File: config.mk
export PLATFORM = sky130hd
export DESIGN_NAME = multicycle_control_fsm
export DESIGN_NICKNAME = d
export VERILOG_FILES = /design/src/rtl/multicycle_control_fsm.sv
export SDC_FILE = /design/constraint.sdc
export NUM_CORES = 1
export LEC_CHECK = 0
export CAP_MARGIN = 20
export CORE_UTILIZATION = 45
export DETAILED_ROUTE_END_ITERATION = 6
export PLACE_DENSITY = 0.88
export SLEW_MARGIN = 15
export SYNTH_ARGS = -nofsm -noshare
export SYNTH_HDL_FRONTEND = slang
export SYNTH_SLANG_ARGS = --single-unit
File: constraint.sdc
create_clock -name clk -period 1.75 [get_ports clk]
set_input_delay 0.35 -clock clk [delete_from_list [all_inputs] [get_ports clk]]
set_output_delay 0.35 -clock clk [all_outputs]
set_load 0.02 [all_outputs]
File: src/rtl/multicycle_control_fsm.sv
// Multi-cycle control FSM: sequences FETCH/DECODE/EXEC/MEM/WB over a shared
// ready-handshaked memory, with optional memory timeout, illegal-opcode flag and retire counter.
module multicycle_control_fsm #(
  parameter int OPCODE_W    = 4,
  parameter int ALUOP_W     = 4,
  parameter int MEM_TIMEOUT = 0,
  parameter int RETIRE_W    = 16
) (
  input  logic                clk,
  input  logic                rst_n,
  input  logic [OPCODE_W-1:0] opcode,
  input  logic                alu_zero,
  input  logic                alu_neg,
  input  logic                mem_ready,
  output logic                mem_req,
  output logic                mem_we,
  output logic                mem_instr,
  output logic                ir_write,
  output logic                pc_inc,
  output logic                pc_load,
  output logic                reg_write,
  output logic                mem_to_reg,
  output logic                alu_src,
  output logic [ALUOP_W-1:0]  alu_op,
  output logic                illegal_op,
  output logic                mem_err,
  output logic                halted,
  output logic [RETIRE_W-1:0] retired
);

  typedef enum logic [2:0] {
    S_FETCH, S_DECODE, S_EXEC, S_MEM, S_WB, S_HALT
  } state_t;

  typedef enum logic [3:0] {
    OP_ADD, OP_SUB, OP_MUL, OP_DIV, OP_AND, OP_OR, OP_XOR, OP_NOT,
    OP_BEQ, OP_BLT, OP_BGE, OP_LOAD, OP_STORE, OP_JAL, OP_JALR, OP_STOP
  } op_t;

  // wait_cnt only ever needs to hold 0..MEM_TIMEOUT-1
  localparam int WAIT_W = (MEM_TIMEOUT > 1) ? $clog2(MEM_TIMEOUT) : 1;
  localparam logic [WAIT_W-1:0] WAIT_LAST =
    (MEM_TIMEOUT > 0) ? WAIT_W'(MEM_TIMEOUT - 1) : '0;

  state_t              state, next_state;
  op_t                 op_q;
  op_t                 op_in;
  logic                op_illegal;
  logic [WAIT_W-1:0]   wait_cnt;
  logic [RETIRE_W-1:0] retired_q;
  logic                mem_err_q;
  logic                mem_busy;
  logic                timeout;
  logic                retire;

  function automatic logic [3:0] alu_code(input op_t op);
    logic [3:0] code;
    code = 4'h0;
    case (op)
      OP_ADD, OP_SUB, OP_MUL, OP_DIV,
      OP_AND, OP_OR, OP_XOR, OP_NOT: code = op;
      OP_BEQ:                        code = 4'h1;
      OP_BLT, OP_BGE:                code = 4'h8;
      default:                       code = 4'h0;
    endcase
    return code;
  endfunction

  assign op_in      = op_t'(opcode[3:0]);
  assign op_illegal = (opcode >> 4) != '0;
  assign mem_busy   = (state == S_FETCH) || (state == S_MEM);
  assign timeout    = (MEM_TIMEOUT > 0) && mem_busy && !mem_ready &&
                      (wait_cnt == WAIT_LAST);

  always_ff @(posedge clk) begin
    if (!rst_n) begin
      state     <= S_FETCH;
      op_q      <= OP_ADD;
      wait_cnt  <= '0;
      retired_q <= '0;
      mem_err_q <= 1'b0;
    end else begin
      state <= next_state;
      if (state == S_DECODE)
        op_q <= op_in;
      if (!mem_busy || mem_ready)
        wait_cnt <= '0;
      else if ((MEM_TIMEOUT > 0) && (wait_cnt != WAIT_LAST))
        wait_cnt <= wait_cnt + 1'b1;
      if (timeout)
        mem_err_q <= 1'b1;
      if (retire)
        retired_q <= retired_q + 1'b1;
    end
  end

  always_comb begin
    next_state = state;
    retire     = 1'b0;
    case (state)
      S_FETCH: begin
        if (timeout)        next_state = S_HALT;
        else if (mem_ready) next_state = S_DECODE;
      end
      S_DECODE: begin
        if (op_illegal)            next_state = S_FETCH;
        else if (op_in == OP_STOP) next_state = S_HALT;
        else                       next_state = S_EXEC;
      end
      S_EXEC: begin
        case (op_q)
          OP_LOAD, OP_STORE: next_state = S_MEM;
          OP_BEQ, OP_BLT, OP_BGE, OP_JAL, OP_JALR: begin
            next_state = S_FETCH;
            retire     = 1'b1;
          end
          default: next_state = S_WB;
        endcase
      end
      S_MEM: begin
        if (timeout) begin
          next_state = S_HALT;
        end else if (mem_ready) begin
          if (op_q == OP_LOAD) begin
            next_state = S_WB;
          end else begin
            next_state = S_FETCH;
            retire     = 1'b1;
          end
        end
      end
      S_WB: begin
        next_state = S_FETCH;
        retire     = 1'b1;
      end
      S_HALT:  next_state = S_HALT;
      default: next_state = S_FETCH;
    endcase
  end

  // Everything is gated by rst_n so the datapath sees no enables during reset.
  always_comb begin
    mem_req    = 1'b0;
    mem_we     = 1'b0;
    mem_instr  = 1'b0;
    ir_write   = 1'b0;
    pc_inc     = 1'b0;
    pc_load    = 1'b0;
    reg_write  = 1'b0;
    mem_to_reg = 1'b0;
    alu_src    = 1'b0;
    alu_op     = '0;
    illegal_op = 1'b0;
    halted     = 1'b0;
    mem_err    = 1'b0;
    retired    = '0;
    if (rst_n) begin
      mem_err = mem_err_q;
      retired = retired_q;
      case (state)
        S_FETCH: begin
          mem_req   = 1'b1;
          mem_instr = 1'b1;
          ir_write  = mem_ready;
          pc_inc    = mem_ready;
        end
        S_DECODE: illegal_op = op_illegal;
        S_EXEC: begin
          alu_op  = ALUOP_W'(alu_code(op_q));
          alu_src = op_q inside {OP_LOAD, OP_STORE, OP_JAL, OP_JALR};
          case (op_q)
            OP_BEQ: pc_load = alu_zero;
            OP_BLT: pc_load = alu_neg;
            OP_BGE: pc_load = !alu_neg;
            OP_JAL, OP_JALR: begin
              pc_load   = 1'b1;
              reg_write = 1'b1;
            end
            default: pc_load = 1'b0;
          endcase
        end
        S_MEM: begin
          mem_req = 1'b1;
          mem_we  = (op_q == OP_STORE);
          alu_src = 1'b1;
        end
        S_WB: begin
          reg_write  = 1'b1;
          mem_to_reg = (op_q == OP_LOAD);
        end
        S_HALT:  halted = 1'b1;
        default: halted = 1'b0;
      endcase
    end
  end

endmodule

; Yosys cells after proc, flatten, opt, wreduce, memory -nomap -nowiden
; Index checks and enable logic that the tools add are counted.
[word_totals]
reg_bits = 24
in_bits = 9
[classes]
addsub = 1
eq_ne = 22
muxes = 35
reduce_logical = 11
[op_table]
columns = cell, n
row1 = "equality test 4 bit, second input constant", 8
row2 = two-way mux 1 bit, 21
row3 = "adder 16 x 1 -> 16 bit, second input constant", 1
row4 = "equality test 4 x 3 -> 1 bit, second input constant", 4
row5 = two-way mux 16 bit, 1
row6 = case mux 3 bit (5 select lines), 1
row7 = two-way mux 3 bit, 4
row8 = case mux 4 bit (3 select lines), 1
row9 = "equality test 4 x 2 -> 1 bit, second input constant", 2
row10 = two-way mux 4 bit, 2
row11 = OR reduction 2 bit, 4
row12 = OR reduction 8 bit, 1
row13 = "equality test 3 x 2 -> 1 bit, second input constant", 2
row14 = "equality test 3 bit, second input constant", 2
row15 = case mux 3 bit (2 select lines), 1
row16 = OR reduction 5 bit, 1
row17 = "equality test 4 x 1 -> 1 bit, second input constant", 1
row18 = logical NOT 4 bit, 1
row19 = "inequality test 2 bit, second input constant", 2
row20 = case mux 1 bit (2 select lines), 2
row21 = case mux 1 bit (4 select lines), 1
row22 = nonzero test 4 bit, 1
row23 = "equality test 3 x 1 -> 1 bit, second input constant", 1
row24 = logical NOT 3 bit, 1
row25 = 3 further kinds, 3

; Longest topological paths before layout
; Gate-level depths: netlist (run 1).
[depth]
word_depth = 5
ltp_mapped = 6
mapped_depth_nobuf = 4

; Worst setup path after synthesis (run 1)
; Ideal clock, no wire load.
[synth_path]
path_kind = reg2out
start = register state[2]
end = output mem_to_reg
arrival_ns = 1.502
t_required_ns = 1.400
setup_slack_ns = -0.102
stages_incl_launch_ff = 5
path_cell_list = dfxtp_1 > buf_2 > clkbuf_1 > nand2_1 > nor4_1
[synth_between]
elab_chain_cells = 3
[synth_rtl]
columns = element, line_no
row1 = "start, declared", 45  ; state_t state, next_state;
row2 = "start signal, assigned", 83  ; state <= next_state;
row3 = equality test 3 bit, 160  ; case (state)
row4 = two-way mux 1 bit, 160
row5 = two-way mux 1 bit, 157  ; if (rst_n) begin
row6 = "end, declared", 22  ; output logic mem_to_reg,
; No other way between the ends.

; Final worst setup path (run 1)
[layout_path]
start = register state[2]
end = register retired_q[12]
[layout_between]
elab_chain_cells = 2
word_cells_on_any_way = 4
classes_between = eq/ne: 3 / mux: 1
[layout_rtl]
columns = element, line_no
row1 = equality test 3 bit / equality test 3 x 2 -> 1 bit (equally long branches), 100  ; case (state)
row2 = case mux 1 bit (3 select lines) *, 100
row3 = "end signal, assigned", 93  ; retired_q <= retired_q + 1'b1;
row4 = "end, declared", 50  ; logic [RETIRE_W-1:0] retired_q;
; Mark *: on every way between the ends. The rest lies on a longest branch, timed or not.
; A chain may end at the register's enable or synchronous reset.

==> flow_summary.toml, run 1 <==
[synthesis]
synthDistinctLibCells = 45
synth_nets = 217
synthArstFlopShare_pct = 0
synthFlopType = "dfxtp_1"
syn_inst = 207
postSynthAreaPerCell_sq_um = 8.17
synth_area_sq_um = 1690
synth-edff-count = 0
ys_seq_area_share_pct = 28.4
synth_seq_cells = 24
ys_warn_count = 0

[route]
top_layer_used = "met4"
route.met2.wl_mm = 3.49
drtAntennaViolNets = 0
vias_per_cell = 6.45
routed_wl_mm = 7.53
m1WireLength_mm = 2.97
dr_total_vias = 2172
drc_errors = 0
wl_per_cell_um = 22.3
first_pass_iters = 4
wl_met3_um = 627
drt-initial-drc-count = 237

[grt]
first_global_vias = 1994
grt.total_usage_pct = 30.2
grt_first_pass_wirelength_mm = 9.45
overflow = 0
grt_max_degree = 21
antenna_found_initial = 0

[timing]
fin_skew_ps = 3.89
fmax_mhz = 521
hold_violations = 0
min_period_ps = 1920
setup_viol = 18
period_share_pct = 110
final.setup.worst_slack_ps = -168
maxSlewViolCount = 0
rsz0062_at_grt = "yes"

[floorplanning]
placementRows = 21
die_h_um = 63.3
initial_core_util_pct = 48.7
core_region_area_sq_um = 3470
pin_count = 41
die_w_um = 63.3
dieArea_sq_um = 4010

[worst_hold_path]
hold_path_class = "in2reg"
hold_depth = 3

[final_layout]
drive_above_1_share_pct = 48.8
multi_input_area_sq_um = 1430
final_nets = 302
final_area_sq_um = 2950
diodes = 0
seq_area_sq_um = 499
fillCellCount = 166
layout_commonest_cell = "buf_4"
area_growth_pct = 74.3
fin_util_pct = 85.0
mostFrequentLayoutCells = "buf_4 (47), nor2_1 (20), buf_6 (20)"

[clock_network]
ctsHoldBuffers = 0
cts_buffers = 3
clock_path_buffers = 2
clk_pin_slew_ps = 90
cts-root-buf = "clkbuf_8"
cts_tree = "built"
h-tree-depth = 1
clkSinkCount = 24
clock_latency_ps = 280

[worst_setup_path]
cp_max_fo = 5
critPathMaxStageDelay_ps = 350
cpMaxStageDelayCell = "dfxtp_2"
worstPathCellList = "buf_6 > nor3b_4 > buf_6 > nand4_4 > buf_6 > a211oi_2 > mux2_4"
worstSetupPathType = "reg2reg"
reg2reg_depth = 7
endpoint_kind = "flip-flop"
critical_path.startpoint_type = "flip-flop"
cpMostUsedCell = "buf_6"
cp_data_arrival_time_ps = 2100
crit_required_ps = 1930

[power]
cellLeakagePower_nw = 1.27
power_density_nw_per_um2 = 601
ir_drop_uv = 760

[job]
cap_violations = 0

[place]
dp_slack_ps = -750
dp_hpwl_mm = 3.45
gp_congestion = 0.917
portBuffers = 39
postPlaceCellArea_sq_um = 2390

[run_status]
status = "finished with violations"
violations = "negative setup slack"
-- layout make-up --
type | count | share of cell area, %
Tap cell | 46 | 1.95
Clock inverter | 1 | 1.02
Multi-Input combinational cell | 163 | 48.5
Sequential cell | 24 | 16.9
Inverter | 3 | 0.382
Clock buffer | 3 | 1.40
Timing Repair Buffer | 97 | 29.8
-- per-stage QoR --
step / hold slack [ps] / std cells / power, W / setup TNS [ps]
after floorplan: 464 / 207 / 0.000849 / 0
after global placement: 450 / 320 / 0.00103 / -21520
after detailed placement: 448 / 320 / 0.00104 / -22030
after CTS: 471 / 332 / 0.00159 / -790
after global routing: 459 / 337 / 0.00181 / -2540
final: 457 / 337 / 0.00177 / -1570
-- worst max-delay path, delay by kind of cell, from the launching register on --
| family | cells | cell delay (ps) |
|---|---|---|
| flops | 1 | 350 |
| compound gates | 1 | 230 |
| mux | 1 | 320 |
| simple gates | 2 | 390 |
| buf+inv | 3 | 520 |
-- report_power, final --
group / switching (W) / internal [W] / total (W)
sequential: 0.0000369 / 0.000570 / 0.000607
clock: 0.000207 / 0.000307 / 0.000514
combinational: 0.000349 / 0.000302 / 0.000651
-- flip-flops by register name, indices dropped and copies added (netlist names) --
register   cells
retired_q     16
op_q           4
mem_err_q      1
state          3
-- worst paths after layout --
path / startpoint / endpoint / slack, ps
worst max register to register: state[2] / retired_q[12] / -170
worst min-delay path: mem_ready / state[0] / 460
worst min register to register: mem_err_q / mem_err_q / 480
worst max-delay path: state[2] / retired_q[12] / -170
-- cell usage after synthesis (2+ instances only) --
cell | number | area share, %
a32o_1 | 2 | 1.2
nand2_1 | 16 | 3.6
xnor2_1 | 2 | 1.0
inv_1 | 3 | 0.67
nor2b_1 | 3 | 1.1
nor2_1 | 24 | 5.3
a2111oi_2 | 3 | 2.7
a21oi_1 | 14 | 4.1
nand2b_1 | 3 | 1.1
nand4_1 | 7 | 2.6
and4_1 | 3 | 1.6
o22ai_1 | 2 | 0.74
nand3_1 | 6 | 1.8
clkbuf_1 | 9 | 2.0
nor3_1 | 6 | 1.8
buf_6 | 3 | 2.0
a211oi_2 | 3 | 2.2
a211oi_1 | 2 | 0.89
mux2_1 | 14 | 9.3
buf_4 | 5 | 2.2
o21ai_0 | 8 | 2.4
o211ai_1 | 3 | 1.3
and2_1 | 21 | 7.8
dfxtp_1 | 24 | 28
-- repair_timing --
| item | 4_1_cts | 5_1_grt |
|---|---|---|
| pin swaps | 9 | 15 |
| gates cloned | 2 | 0 |
| buffers inserted | 7 | 5 |
| setup endpoints to repair | 44 | 34 |
| resized for setup | 110 | 92 |
-- cell families after synthesis --
group           after synthesis  share of synthesized area, %
simple gates                 99                          33.2
compound gates               44                          19.2
flops                        24                          28.4
buf+inv                      21                          7.18
mux                          15                          9.92
xor+xnor                      2                          1.04
fa+ha+maj                     1                         0.740
other cells                   1                         0.222
-- metal layers --
metal  track usage (%)  vias to the layer above
met1              36.4                     1044
met3              3.80                       50
met4              18.8                        0
li1                  -                      912
met5                 0                        -
met2              50.7                      166
(Power assumes the default switching activity.)
==> run 2, diff against run 1 <==
--- a/config.mk
+++ b/config.mk
@@ -9,6 +9,7 @@
 export CORE_UTILIZATION = 45
 export DETAILED_ROUTE_END_ITERATION = 6
 export PLACE_DENSITY = 0.88
+export REMOVE_ABC_BUFFERS = 1
 export SLEW_MARGIN = 15
 export SYNTH_ARGS = -nofsm -noshare
 export SYNTH_HDL_FRONTEND = slang
==> run 2 against run 1 <==
Compared with the run above: the flow still finishes with violations (negative setup slack); via count is 1.0% higher; fmax is 0.25% lower; sequential power barely moved; register-to-register slack about the same; non-clock buffer count is 1 higher; first-iteration DRC count up 10%; global-route usage grew 1.5 points; critical endpoint is now retired_q[13]; largest power group unchanged; highest routed layer unchanged.
==> flow_summary.toml, run 2 (synthesis gave the netlist of run 1 again) <==
[floorplanning]
core_region_area_sq_um = 3470
placementRows = 21
die_w_um = 63.3
pin_count = 41
initial_core_util_pct = 48.7
dieArea_sq_um = 4010
die_h_um = 63.3

[final_layout]
finalNonFillerCells = 338
layout_commonest_cell = "buf_4"
largest_reg_flops = 16
diodes = 0
final_area_sq_um = 2920
largest-register = "retired_q"
top_regs = "retired_q x16, op_q x4, state x3"
area_growth_pct = 72.6
fillCellCount = 162
mostFrequentLayoutCells = "buf_4 (41), nor2_1 (22), buf_6 (19)"
drive_above_1_share_pct = 49.3
final_nets = 303

[route]
first_pass_iters = 5
drtAntennaViolNets = 0
dr_total_vias = 2194
drc_errors = 0
wl_per_cell_um = 22.1
drt-initial-drc-count = 261
routed_wl_mm = 7.47
vias_per_cell = 6.49

[grt]
grt_first_pass_wirelength_mm = 10.1
overflow = 0
first_global_vias = 2039
use_met3_pct = 5.80
met2_usage_pct = 52.4
met1_usage_pct = 40.0
grt.total_usage_pct = 31.8
grt_most_used_layer = "met2"
grt_max_degree = 21
antenna_found_initial = 0

[worst_setup_path]
worstSetupPathType = "reg2reg"
crit_required_ps = 1920
endpoint_kind = "flip-flop"
reg2reg_depth = 5
r2r_end = "retired_q[13]"
cp_max_fo = 6
critical_path.startpoint_type = "flip-flop"
ff2ff_setup_slack_ps = -170
cp_data_arrival_time_ps = 2090
r2r_start = "state[2]"

[place]
portBuffers = 39
placed_cells = 314
dp_hpwl_mm = 3.51
gp_congestion = 0.960
postPlaceCellArea_sq_um = 2340

[clock_network]
clock_latency_ps = 290
clk_pin_slew_ps = 100
clock_path_buffers = 2
cts_buffers = 3
h-tree-depth = 1
clkSinkCount = 24
cts_tree = "built"
cts-root-buf = "clkbuf_8"

[power]
p_switching_w = 0.000574
power_density_nw_per_um2 = 611
cellLeakagePower_nw = 1.20
p_sw_share_pct = 32.2
design_power_total_w = 0.00178
ir_drop_uv = 718
p_clk_share_pct = 28.4
combPwrFrac_pct = 37.4
pwr-share-seq_pct = 34.1
power.internal_w = 0.00121

[timing]
min_period_ps = 1920
final.setup.worst_slack_ps = -173
hold_violations = 0
maxSlewViolCount = 0
tns_ps = -2240
fmax_mhz = 520
hold_ws_ps = 483
rsz0062_at_grt = "yes"
period_share_pct = 110
fin_skew_ps = 12.1
setup_viol = 24

[worst_hold_path]
hold_depth = 1
min_from = "mem_err_q"
hold_end = "mem_err_q"
hold_path_class = "reg2reg"

[run_status]
status = "finished with violations"
violations = "negative setup slack"

[job]
cap_violations = 0
==> run 2: cell count changes in the layout (fill, tap and decap cells not counted), moves of 3 or more <==
cell,previous run,this run
buf_2,0,11
dlygate4sd2_1,14,6
dlymetal6s2s_1,3,0
buf_4,47,41
clkdlybuf4s15_2,0,7
a21oi_2,4,1
==> run 2: metrics by stage <==
| stage | utilization (%) | setup slack [ps] |
|---|---|---|
| 3_5_place_dp | 67.5 | -711 |
| 3_3_place_gp | 67.5 | -700 |
| 6_report | 84.1 | -173 |
| 4_1_cts | 77.6 | -51.4 |
| 2_1_floorplan | - | -189 |
| 5_1_grt | 84.1 | -220 |
==> run 2: metal layers <==
layer  vias up  share of wire (%)
met3        50                9.4
li1        922                  -
met1      1040                 37
met2       182                 47
met5         -                  0
met4         0                6.0
==> run 2: worst max path at each step <==
stage,startpoint,end,slack (ps),cells after the start
after floorplan,state[2],retired_q[8],-190,4
after global placement,rst_n,alu_op[2],-700,7
after detailed placement,rst_n,alu_op[1],-710,7
after CTS,state[1],retired_q[14],-50,7
after global routing,state[1],alu_op[3],-220,4
final,state[2],retired_q[13],-170,5
==> run 2: critical path, stage by stage, from the launching register on <==
cell and delay [ps]:
dfxtp_2 350, buf_12 140, nor3b_4 290, nand4_4 250, a2111oi_4 420, mux2_4 330
==> run 2: final cells by class <==
type                            count  area (sq um)  area share [%]
Multi-Input combinational cell    163          1390            47.6
Timing Repair Buffer               98           891            30.5
Sequential cell                    24           498            17.1
Tap cell                           46          57.6            1.97
Clock buffer                        3          41.3            1.42
Clock inverter                      1          30.0            1.03
Inverter                            3          11.3           0.386
==> run 2: power groups by stage <==
stage	Combinational, W	Clock [W]	Sequential [W]
floorplan	0.000179	0	0.000627
global placement	0.000421	0	0.000607
detailed placement	0.000433	0	0.000606
CTS	0.000523	0.000501	0.000600
global route	0.000693	0.000533	0.000610
finish	0.000667	0.000507	0.000609
==> run 2: timing repair <==
action / CTS / global route
setup buffers: 11 / 7
setup endpoints to repair: 45 / 36
endpoints found under the hold margin: 0 / 0
hold buffers: 0 / 0
cloned: 2 / 1
gates resized for setup: 150 / 55
pin swaps: 10 / 17
==> run 3, diff against run 2 <==
==> constraint.sdc (replaced) <==
create_clock -name clk -period 1.75 [get_ports clk]
set_input_delay 0.35 -clock clk [delete_from_list [all_inputs] [get_ports clk]]
set_output_delay 0.35 -clock clk [all_outputs]
set_load 0.005 [all_outputs]
==> run 3 against run 2 <==
Compared with the run above: the run still ends with negative setup slack left; first-iteration DRC count grew 25%; final cell count is the same; global-route usage grew 1.4 points; wire length grew 13%; via count grew 4.3%; clock skew shrank 3.1 ps; flip-flop and latch count is the same; largest cell class unchanged.
==> flow_summary.toml, run 3 (synthesis gave the netlist of run 1 again) <==
[worst_setup_path]
crit_required_ps = 1930
cp_max_fo = 6
endpoint_kind = "flip-flop"
critical_path.startpoint_type = "flip-flop"
worstSetupPathType = "reg2reg"
cp_data_arrival_time_ps = 2170

[final_layout]
area_growth_pct = 75.3
final_nets = 303
diodes = 0
layout_commonest_cell = "buf_4"
fin_util_pct = 85.4
largest-register = "retired_q"
mostFrequentLayoutCells = "buf_4 (38), and2_1 (19), nor2_1 (19), clkdlybuf4s50_1 (19), buf_6 (16)"
drive_above_1_share_pct = 45.9
top_regs = "retired_q x16, op_q x4, state x3"
largest_reg_flops = 16

[floorplanning]
die_h_um = 63.3
initial_core_util_pct = 48.7
die_w_um = 63.3
core_region_area_sq_um = 3470
dieArea_sq_um = 4010
placementRows = 21
pin_count = 41

[clock_network]
h-tree-depth = 1
clkSinkCount = 24
clock_path_buffers = 2
clk_pin_slew_ps = 90
clock_latency_ps = 280
cts_buffers = 3
ctsHoldBuffers = 0
cts_tree = "built"
cts-root-buf = "clkbuf_8"

[power]
ir_drop_uv = 816
power_density_nw_per_um2 = 602
design_power_total_w = 0.00178
cellLeakagePower_nw = 1.27

[route]
first_pass_iters = 6
vias_per_cell = 6.77
drt-initial-drc-count = 326
dr_total_vias = 2288
routed_wl_mm = 8.43
drtAntennaViolNets = 0
drc_errors = 0
wl_per_cell_um = 24.9

[timing]
rsz0062_at_grt = "yes"
hold_violations = 0
setup_viol = 23
period_share_pct = 114
min_period_ps = 1990
fmax_mhz = 502
maxSlewViolCount = 0
fin_skew_ps = 8.99
final.setup.worst_slack_ps = -243

[run_status]
violations = "negative setup slack"
status = "finished with violations"

[grt]
first_global_vias = 2062
grt.total_usage_pct = 33.2
grt_first_pass_wirelength_mm = 10.4
overflow = 0
antenna_found_initial = 0
grt_max_degree = 21

[worst_hold_path]
hold_path_class = "reg2reg"

[place]
dp_slack_ps = -621
portBuffers = 39
gp_congestion = 0.937
dp_hpwl_mm = 3.50

[job]
cap_violations = 0
## run 3: metrics by stage
| step | std cells | hold slack [ps] | setup TNS (ps) | area, sq um |
|---|---|---|---|---|
| after floorplan | 189 | 457 | -2260 | 1580 |
| after global placement | 316 | 448 | -18160 | 2360 |
| after detailed placement | 316 | 456 | -19050 | 2360 |
| after CTS | 327 | 475 | -260 | 2700 |
| after global routing | 338 | 546 | -3700 | 2960 |
| final | 338 | 527 | -2690 | 2960 |
## run 3: cell type report
| class | count | area [sq um] |
|---|---|---|
| Clock buffer | 3 | 41.3 |
| Clock inverter | 1 | 30.0 |
| Fill cell | 160 | 505 |
| Inverter | 3 | 11.3 |
| Multi-Input combinational cell | 163 | 1390 |
| Sequential cell | 24 | 504 |
| Tap cell | 46 | 57.6 |
| Timing Repair Buffer | 98 | 925 |
## run 3: metal layers
layer | GRT usage [%] | vias up | routed length, um
li1 | - | 915 | -
met1 | 40.4 | 1085 | 3150
met2 | 53.0 | 226 | 3830
met3 | 6.88 | 62 | 881
met4 | 20.7 | 0 | 571
met5 | 0 | - | 0
## run 3: final timing paths
path	start	endpoint	slack, ps	cells past startpoint
max reg2reg	state[2]	retired_q[8]	-240	6
min reg2reg	mem_err_q	mem_err_q	530	1
max	state[2]	retired_q[8]	-240	6
min	mem_err_q	mem_err_q	530	1
## run 3: what timing repair did
item                       CTS  global route
pin swaps                   14            18
cloned                       2             1
setup buffers                5            10
setup endpoints to repair   44            32
gates resized for setup     87            61
## run 3: power breakdown
| group | switching (W) | internal [W] |
|---|---|---|
| Clock | 0.000197 | 0.000307 |
| Sequential | 0.0000361 | 0.000569 |
| Combinational | 0.000346 | 0.000328 |
| Total | 0.000579 | 0.00120 |
## run 3: worst max-delay path, stage by stage (launching register included)
cell and delay (ps):
dfxtp_2 360, buf_6 150, nor3b_4 260, buf_4 190, nand4_4 150, a211oi_1 420
mux2_1 350
